### src/rtl/seg7_scan_ctrl.sv
// Multiplexed seven-segment scanner: host-written digit registers, hex decode,
// leading-zero blanking, guard interval between digits and 16-step brightness PWM.
module seg7_scan_ctrl #(
    parameter int DIGITS         = 4,
    parameter int DIV            = 50000,
    parameter int GUARD          = 2,
    parameter bit SEG_ACTIVE_LOW = 1'b0,
    parameter bit SEL_ACTIVE_LOW = 1'b1
) (
    input  logic              Clk,
    input  logic              Reset,
    input  logic              Wr_en,
    input  logic [2:0]        Wr_addr,
    input  logic [3:0]        Wr_data,
    input  logic              Wr_dp,
    input  logic              Lz_en,
    input  logic [3:0]        Bright,
    output logic [7:0]        Seg,
    output logic [DIGITS-1:0] Sl,
    output logic              Frame_start
);

    localparam int PW = $clog2(DIV);
    localparam int IW = $clog2(DIGITS);

    logic [3:0]        nib [DIGITS];
    logic [DIGITS-1:0] dp;
    logic [PW-1:0]     presc;
    logic [IW-1:0]     idx;
    logic [3:0]        pwm;
    logic              tick;
    logic [DIGITS-1:0] blank;
    logic [7:0]        seg_nxt;
    logic [DIGITS-1:0] sel_nxt;

    function automatic logic [6:0] hex7(input logic [3:0] v);
        case (v)
            4'h0: hex7 = 7'h3F;  4'h1: hex7 = 7'h06;
            4'h2: hex7 = 7'h5B;  4'h3: hex7 = 7'h4F;
            4'h4: hex7 = 7'h66;  4'h5: hex7 = 7'h6D;
            4'h6: hex7 = 7'h7D;  4'h7: hex7 = 7'h07;
            4'h8: hex7 = 7'h7F;  4'h9: hex7 = 7'h6F;
            4'hA: hex7 = 7'h77;  4'hB: hex7 = 7'h7C;
            4'hC: hex7 = 7'h39;  4'hD: hex7 = 7'h5E;
            4'hE: hex7 = 7'h79;  default: hex7 = 7'h71;
        endcase
    endfunction

    assign tick = (presc == PW'(DIV - 1));

    always_ff @(posedge Clk or negedge Reset) begin
        if (!Reset) begin
            for (int i = 0; i < DIGITS; i++) nib[i] <= '0;
            dp <= '0;
        end else if (Wr_en && (int'(Wr_addr) < DIGITS)) begin
            nib[Wr_addr[IW-1:0]] <= Wr_data;
            dp[Wr_addr[IW-1:0]]  <= Wr_dp;
        end
    end

    always_ff @(posedge Clk or negedge Reset) begin
        if (!Reset) begin
            presc <= '0;
            idx   <= '0;
            pwm   <= '0;
        end else begin
            pwm   <= pwm + 4'd1;
            presc <= tick ? '0 : presc + PW'(1);
            if (tick) idx <= (idx == IW'(DIGITS - 1)) ? '0 : idx + IW'(1);
        end
    end

    // Blanking runs from the top digit down and stops at the first nonzero nibble.
    always_comb begin
        logic run;
        blank = '0;
        run   = Lz_en;
        for (int i = DIGITS - 1; i >= 1; i--) begin
            run      = run && (nib[i] == 4'h0);
            blank[i] = run;
        end
    end

    always_comb begin
        seg_nxt = {dp[idx], blank[idx] ? 7'h00 : hex7(nib[idx])};
        sel_nxt = '0;
        if ((presc >= PW'(GUARD)) && (pwm <= Bright)) sel_nxt = DIGITS'(1) << idx;
    end

    always_ff @(posedge Clk or negedge Reset) begin
        if (!Reset) begin
            Seg         <= {8{SEG_ACTIVE_LOW}};
            Sl          <= {DIGITS{SEL_ACTIVE_LOW}};
            Frame_start <= 1'b0;
        end else begin
            Seg         <= seg_nxt ^ {8{SEG_ACTIVE_LOW}};
            Sl          <= sel_nxt ^ {DIGITS{SEL_ACTIVE_LOW}};
            Frame_start <= (presc == '0) && (idx == '0);
        end
    end

endmodule
### config.mk
export PLATFORM = sky130hd
export DESIGN_NAME = seg7_scan_ctrl
export DESIGN_NICKNAME = d
export VERILOG_FILES = /design/src/rtl/seg7_scan_ctrl.sv
export SDC_FILE = /design/constraint.sdc
export NUM_CORES = 1
export LEC_CHECK = 0
export ABC_CLOCK_PERIOD_IN_PS = 2700
export BUFFER_PORTS_ARGS = -buffer_cell sky130_fd_sc_hd__buf_4
export CAP_MARGIN = 30
export CORE_MARGIN = 4
export CORE_UTILIZATION = 50
export CTS_CLUSTER_DIAMETER = 60
export DETAILED_ROUTE_END_ITERATION = 8
export PLACE_DENSITY = 0.66
export SLEW_MARGIN = 20
export SYNTH_ARGS = -nofsm -noshare
export SYNTH_HDL_FRONTEND = slang
export SYNTH_SLANG_ARGS = --single-unit
### constraint.sdc
create_clock -name Clk -period 2.7 [get_ports Clk]
set_input_delay 0.54 -clock Clk [delete_from_list [all_inputs] [get_ports Clk]]
set_output_delay 0.54 -clock Clk [all_outputs]
set_load 0.01 [all_outputs]
Yosys cells after proc, flatten, opt, wreduce, memory -nomap -nowiden
Memory sizes are Yosys's and may differ from the RTL's.
Cells that the tools add are included.
Widths: inputs -> output; s select.
{"block": "op_classes", "n_eq_ne": 2, "shift": 1, "n_mux": 17, "reduce_logical": 13, "n_addsub": 3, "magnitude_cmp": 9, "n_bitwise": 3}
{"operator": "$add 16x1->16 const B", "count": 1}
{"operator": "$bwmux 16", "count": 1}
{"operator": "$eq 16x16->1 const B", "count": 1}
{"operator": "$ge 16x2->1 const B", "count": 1}
{"operator": "$logic_not 16->1", "count": 1}
{"operator": "$mux 16", "count": 1}
{"operator": "$mux 4", "count": 4}
{"operator": "$logic_not 4->1", "count": 3}
{"operator": "$bmux 4 s2", "count": 1}
{"operator": "$demux 4 s2", "count": 1}
{"operator": "$logic_and 1x1->1", "count": 8}
{"operator": "$mux 7", "count": 1}
{"operator": "$ge 3x3->1 const B", "count": 2}
{"operator": "$lt 2x3->1 const B", "count": 2}
{"operator": "$not 2->3", "count": 2}
{"operator": "$add 4x1->4 const B", "count": 1}
{"operator": "$bmux 1 s2", "count": 2}
{"operator": "$bwmux 4", "count": 1}
{"operator": "$le 4x4->1", "count": 1}
{"operator": "$not 4->4", "count": 1}
{"operator": "$shl 1x2->4 const A", "count": 1}
{"operator": "$lt 3x1->1 const B", "count": 1}
{"operator": "$lt 3x3->1 const B", "count": 1}
{"operator": "$mux 1", "count": 3}
{"operator": "other kinds (6)", "count": 6}
{"block": "word_totals", "romBits": 112, "memories": 1, "register_bits": 55}
{"memory": "(name not given)", "depth": 16, "width": 7, "read_ports": 1, "rd_clocked_by_memory_dff": 0, "wr": 0, "line_no": "37", "text": "case (v)"}

Longest topological paths before layout
Gate-level depths: netlist of the first run.
{"block": "logic_depth", "ltp_word": 7, "mapped_depth": 10}

Least setup slack after synthesis of the first run
OpenSTA, ideal clock, no wires.
{"block": "synth_path", "path_kind": "reg-to-reg", "from": "reg idx[0]", "to": "reg Seg[3]", "t_required_ps": 2559, "n_path_buf": 1, "period_less_slack_ps": 1887, "setup_time_ps": 141, "path_slack_ps": 813, "path_stages_with_launch": 9, "t_arrival_ps": 1747, "cell_sequence": "dfrtp_1 -> buf_6 -> mux4_2 -> inv_1 -> ha_1 -> mux2i_1 -> nor2_1 -> a31oi_1 -> nor2_1"}
{"block": "synth_via", "elab_chain_len": 6, "elab_cells_between_ends": 8, "classes_between": "mux (6); bitwise (1); memory (1)"}
{"element": "start: declaration", "line_no": "29", "text": "logic [IW-1:0] idx;"}
{"element": "start signal: assignment", "line_no": "69", "text": "if (tick) idx <= (idx == IW'(DIGITS - 1)) ? '0 : idx + IW'(1);"}
{"element": "$not 2->3 (not written as such)", "line_no": "85", "text": "seg_nxt = {dp[idx], blank[idx] ? 7'h00 : hex7(nib[idx])};"}
{"element": "$bmux 4 s2", "line_no": "85"}
{"element": "$mux 4 (not written as such) (2 in series)", "line_no": "85"}
{"element": "$mem_v2 16x7"}
{"element": "$mux 7 *", "line_no": "85"}
{"element": "named net seg_nxt[3]", "line_no": "33", "text": "logic [7:0] seg_nxt;"}
{"element": "end signal: assignment", "line_no": "92", "text": "Seg <= {8{SEG_ACTIVE_LOW}};"}
{"element": "end signal: assignment", "line_no": "96", "text": "Seg <= seg_nxt ^ {8{SEG_ACTIVE_LOW}};"}
{"element": "end: declaration", "line_no": "18", "text": "output logic [7:0] Seg,"}
Mark *: on every way through the listed nets, which the timed path passes. The rest lies on a longest branch. The select of a mux whose other input is x is not followed.
A chain may end at the register's enable or synchronous reset.

Worst setup path in the final report of the first run
Same ends and word-level chain as after synthesis.

==> results by group, run 1 <==
Outcome
  • Status: complete, no violations

Route
  • Via total after detailed routing: 1777
  • Drt pass-1 iters: 4
  • ANT nets after route: 0
  • DRT Wirelength: 4730 um
  • Via density: 5.24
  • Residual DRC: 0
  • Avg WL per Cell: 14.0 um
  • DR iter-0 viols: 31

Finish
  • Share of layout cells above drive strength 1: 26.8%
  • Area of the multi-input gates: 1310 um^2
  • Synth-to-Final Area Change: 13.1%
  • Layout net count: 302
  • Fillers: 435
  • Reg area: 1380 um^2
  • ANT cells: 0
  • Post-Layout Cell Count: 339

Yosys
  • Netlist cell types: 38
  • Synthesized netlist cell count: 237
  • Top FF cell, synth: dfrtp_1
  • Top-area cell type share of the netlist area: 46.1%
  • Async SR Flop Fraction: 100%
  • Number of synthesized flops with an enable pin: 0
  • Seq/Total Area, Yosys: 49.9%
  • Synth Register Bits: 55
  • Most common cell in the synthesized netlist: dfrtp_1
  • Most frequent cells after synthesis: dfrtp_1, mux2_2, nor2_1
  • Mapped Area: 2770 um^2
  • Biggest area consumer among synthesized cells: dfrtp_1
  • Top cells by area, synth: dfrtp_1, mux2_2, ha_1
  • Syn nets: 270
  • Synth Warn #: 0
  • Syn avg cell area: 11.7 um^2

Clock tree
  • CTS Sinks: 55
  • TritonCTS Buffers: 5
  • CTS resizes: 0
  • CTS Hold Bufs: 0
  • Post-CTS Setup Bufs: 0
  • Clk slew on worst S/H paths: 0.09 ns
  • Root Buffer: clkbuf_8
  • H-tree depth: 2
  • CTS tree: done
  • Worst-Skew Late Latency: 0.31 ns
  • Worst-case clock buffer depth: 2

Place
  • GP Congestion: 0.827
  • # port buffers: 28
  • Placed Cells incl. Taps: 332
  • Post-DP HPWL: 3450 um

Global route
  • Largest net degree at the start of global routing: 56
  • Initial antenna violation count: 0
  • GRT Residual Overflow: 0
  • First-pass GRT wire length: 8450 um
  • Total track usage: 16.7%
  • Vias in the first global route: 1771

Setup path
  • Most common cell on crit path: nor2_1
  • Buf/Inv on CP: 1
  • Worst Setup Start Kind: flop
  • CP required: 2.87 ns
  • Max stage delay on crit path: 0.63 ns
  • Crit-path max FO: 11
  • Delay-heaviest family, CP: multiplexers
  • Crit end category: flop
  • Critical-path top delay cell: dfrtp_1
  • Worst EP arrival: 2.33 ns
  • Worst-path cell chain: mux4_2, inv_1, ha_1, mux2i_1, nor2_1, a31oi_1, nor2_1
  • CP Class: flop to flop

Timing
  • Max-Slew Margin vs Limit: 55.1%
  • Final setup viols: 0
  • Max Fclk: 464 MHz
  • Min Tclk post-route: 2.16 ns
  • Worst Skew: 0.00497 ns
  • Worst Tran Pin Value: 0.673 ns
  • Setup tns final: 0 ns
  • Unrepaired setup endpoints after global routing: no
  • Pins Over Slew Limit: 0
  • Fin crit share: 79.8%
  • Final Hold Viols: 0

Power
  • P per Cell Area: 604 nW/um^2
  • Leak pwr: 1.42 nW
  • Maximum vdd ir drop: 0.343 mV

Die
  • Die Wd: 82.4 um
  • IO Count: 29
  • Initial Util: 52.9%
  • Row Count: 26
  • Die area: 6800 um^2
  • Height of the die: 82.4 um
  • Core ar.: 5240 um^2

Job
  • Max-Cap Viols: 0

Worst hold path
  • HP Class: primary input to asynchronous set/reset pin
[layout make-up]
type,count,share of cell area (%)
tap,70,2.80
clock inverter,1,0.160
inverter,14,1.68
sequential,55,44.1
clock buffer,6,2.64
timing repair buffer,29,6.95
multi-input combinational,164,41.7
[logic make-up after synthesis]
kind of cell	count (synthesis)	share of synthesized area, %
buffers and inverters	18	3.03
adders and majority gates	17	7.68
and+or+nand+nor	80	14.6
xor gates and xnor gates	20	6.32
DFF	55	49.9
muxes	31	14.5
AOI/OAI and AO/OA	16	3.97
[power by group]
| part | switching [W] | internal [W] | total (W) |
|---|---|---|---|
| logic | 0.000193 | 0.000232 | 0.000425 |
| clock network | 0.000259 | 0.000202 | 0.000461 |
| registers | 0.0000722 | 0.000932 | 0.00100 |
[placed cells by master, fill, tap and decap left out, drive strengths merged, types with 7 or more instances in the layout]
cell and instances:
ha 17, xor2 8, o21ai 7, mux2 21, xnor2 12, nand2 14
inv 14, dfrtp 51, nand3 17, nor2 21, buf 29
[sequential cells by signal (all words and copies together), names as in the netlist]
register / cells
nib: 16
presc: 16
Seg: 8
Sl: 4
dp: 4
pwm: 4
idx: 2
Frame_start: 1
[worst reg2reg max path: stages (launching register included)]
cell and delay (ns):
dfrtp_1 0.63, mux4_2 0.63, inv_1 0.13, ha_1 0.25, mux2i_1 0.13, nor2_1 0.06, a31oi_1 0.14, nor2_1 0.05
[layer usage]
layer  routed length [um]  track usage (%)  vias up
li1                     -                -      883
met1                 2410             23.8      855
met2                 2030             24.6       33
met3                  224             4.01        6
met4                   71             5.98        0
met5                    0                0        -
[worst paths after layout]
kind | endpoint | start | slack [ns] | cells past startpoint
max | Seg[3] | idx[0] | 0.54 | 7
min | pwm[2] | Reset | 0.26 | 1
max reg2reg | Seg[3] | idx[0] | 0.54 | 7
min reg2reg | pwm[0] | pwm[0] | 0.49 | 1
max in group asynchronous | dp[2] | Reset | 1.99 | 1
min in group Clk | nib[5] | Wr_data[1] | 0.49 | 2
[stage by stage]
stage                     instance area, um^2  hold slack [ns]  setup slack [ns]  utilization [%]  total power, W
after CTS                                3130            0.287             0.531             59.8         0.00191
after global routing                     3130            0.323             0.380             59.8         0.00201
final                                    3130            0.258             0.545             59.8         0.00189
after global placement                   3040            0.476             0.619             58.1         0.00144
after floorplan                          2770            0.244             0.813                -         0.00129
after detailed placement                 3040            0.480             0.556             58.1         0.00145
No activity file was read; power rests on OpenSTA's default activity.
==> run 2: changes to the inputs <==
- ABC_CLOCK_PERIOD_IN_PS: 2700 -> 2200
- clock period: 2.7 -> 2.2 ns (I/O delays scaled with it)
==> results by group, run 2 (synthesis results as in run 1) <==
Outcome
  • Status: complete, no violations (unchanged)

Global route
  • Total track usage: 16.3% (was 16.7%)
  • Initial antenna violation count: 0 (unchanged)
  • Busiest grt layer: met2 (unchanged)
  • Met2 GRT Util: 24.7% (was 24.6%)
  • Vias in the first global route: 1807 (was 1771)
  • M1 GR Usage: 23.6% (was 23.8%)
  • GRT met3 Usage: 3.58% (was 4.01%)
  • GRT Residual Overflow: 0 (unchanged)
  • Largest net degree at the start of global routing: 56 (unchanged)
  • First-pass GRT wire length: 8450 um (unchanged)

Finish
  • Fin util: 60.3% (was 59.8%)
  • Most common cell after layout, fill and taps aside: dfrtp_1 (unchanged)
  • Fillers: 426 (was 435)
  • Synth-to-Final Area Change: 14.0% (was 13.1%)
  • Final instance area: 3160 um^2 (was 3130 um^2)
  • Share of layout cells above drive strength 1: 27.7% (was 26.8%)
  • Layout net count: 306 (was 302)
  • Area of the multi-input gates: 1310 um^2 (unchanged)
  • ANT cells: 0 (unchanged)
  • Most frequent cells in the layout: dfrtp_1, buf_4, mux2_2, nor2_1 (unchanged)
  • Top Registers: nib x16, presc x16, Seg x8 (unchanged)
  • Reg area: 1380 um^2 (unchanged)

Timing
  • Setup tns final: 0 ns (unchanged)
  • Max Fclk: 509 MHz (was 464 MHz)
  • Worst Skew: 0.00686 ns (was 0.00497 ns)
  • Worst Tran Pin Value: 0.671 ns (was 0.673 ns)
  • Max-Slew Margin vs Limit: 55.3% (was 55.1%)
  • Pins Over Slew Limit: 0 (unchanged)
  • WHS: 0.154 ns (was 0.258 ns)
  • Final Hold Viols: 0 (unchanged)
  • Final setup viols: 0 (unchanged)
  • Min Tclk post-route: 1.97 ns (was 2.16 ns)
  • Fin crit share: 89.3% (was 79.8%)
  • Unrepaired setup endpoints after global routing: no (unchanged)

Clock tree
  • CTS tree: done (unchanged)
  • Worst-case clock buffer depth: 2 (unchanged)
  • CTS Sinks: 55 (unchanged)
  • Post-CTS Setup Bufs: 0 (unchanged)
  • CTS Hold Bufs: 0 (unchanged)
  • Worst-Skew Late Latency: 0.30 ns (was 0.31 ns)
  • H-tree depth: 2 (unchanged)
  • TritonCTS Buffers: 5 (unchanged)
  • Clk slew on worst S/H paths: 0.09 ns (about the same)
  • Root Buffer: clkbuf_8 (unchanged)
  • CTS resizes: 0 (unchanged)

Die
  • Initial Util: 52.9% (unchanged)
  • Die area: 6800 um^2 (unchanged)
  • Row Count: 26 (unchanged)
  • Die Wd: 82.4 um (unchanged)
  • IO Count: 29 (unchanged)
  • Height of the die: 82.4 um (unchanged)
  • Core ar.: 5240 um^2 (unchanged)

Route
  • DRT Wirelength: 4880 um (was 4730 um)
  • Drt pass-1 iters: 4 (unchanged)
  • ANT nets after route: 0 (unchanged)
  • Via density: 5.26 (was 5.24)
  • DR iter-0 viols: 79 (was 31)
  • Avg WL per Cell: 14.2 um (was 14.0 um)
  • Residual DRC: 0 (unchanged)
  • Via total after detailed routing: 1811 (was 1777)

Setup path
  • Worst-path cell chain: buf_4, mux2i_1, nand2_1, o21ai_1, inv_1, ha_1, nand2_2, o21ai_1, a221oi_2 (was mux4_2, inv_1, ha_1, mux2i_1, nor2_1, a31oi_1, nor2_1)
  • Critical-path top delay cell: dfrtp_1 (unchanged)
  • Buf/Inv on CP: 2 (was 1)
  • CP required: 2.42 ns (was 2.87 ns)
  • CP Class: flop to flop (unchanged)
  • Crit-path max FO: 9 (was 11)
  • Worst Setup Start Kind: flop (unchanged)
  • Max stage delay on crit path: 0.39 ns (was 0.63 ns)
  • Worst EP arrival: 2.18 ns (was 2.33 ns)
  • Crit path depth: 9 (was 7)
  • Worst-case reg-to-reg path depth: 9 (was 7)
  • Delay-heaviest family, CP: compound AO/OA/AOI/OAI gates (was multiplexers)
  • Most common cell on crit path: o21ai_1 (was nor2_1)
  • Crit end category: flop (unchanged)

Place
  • GP Congestion: 0.829 (was 0.827)
  • Dpl cell area: 3070 um^2 (was 3040 um^2)
  • Post-DP HPWL: 3660 um (was 3450 um)
  • # port buffers: 28 (unchanged)

Power
  • P per Cell Area: 725 nW/um^2 (was 604 nW/um^2)
  • Leak pwr: 1.44 nW (was 1.42 nW)
  • Maximum vdd ir drop: 0.374 mV (was 0.343 mV)

Job
  • Max-Cap Viols: 0 (unchanged)

Worst hold path
  • HP Class: primary input to asynchronous set/reset pin (unchanged)
-- run 2: cell count changes in the layout (fill, tap and decap cells not counted), sizes merged --
cell      before  now
clkinvlp       0    1
buf           29   33
-- run 2: path summary, 6_finish.rpt --
check                           start     end  slack, ns
min in group Clk           Wr_data[3]  nib[3]       0.39
hold reg to reg                pwm[0]  pwm[0]       0.48
max in group asynchronous       Reset  nib[6]       1.59
hold / removal                  Reset  pwm[2]       0.15
setup / recovery               idx[1]  Seg[5]       0.23
setup reg to reg               idx[1]  Seg[5]       0.23
-- run 2: area by class of cell --
cell class / count / share of cell area [%]
Multi-Input combinational cell: 164 / 41.3
Timing Repair Buffer: 33 / 7.84
Inverter: 14 / 1.66
Clock inverter: 2 / 0.396
Sequential cell: 55 / 43.7
Tap cell: 70 / 2.77
Clock buffer: 6 / 2.30
-- run 2: metal layers --
| metal | share of wire (%) | vias up |
|---|---|---|
| met5 | 0 | - |
| met4 | 1.2 | 0 |
| met3 | 4.6 | 6 |
| met2 | 44 | 35 |
| met1 | 50 | 870 |
| li1 | - | 900 |
-- run 2: per-stage QoR --
step	instances	worst slack (ns)	total power [W]
6_report	344	0.235	0.00229
3_5_place_dp	336	0.306	0.00178
4_1_cts	344	0.244	0.00232
5_1_grt	344	0.0889	0.00244
3_3_place_gp	336	0.308	0.00177
2_1_floorplan	237	0.313	0.00158
-- run 2: power breakdown --
part | internal (W) | switching, W
Combinational | 0.000285 | 0.000236
Clock | 0.000223 | 0.000316
Sequential | 0.00114 | 0.0000866
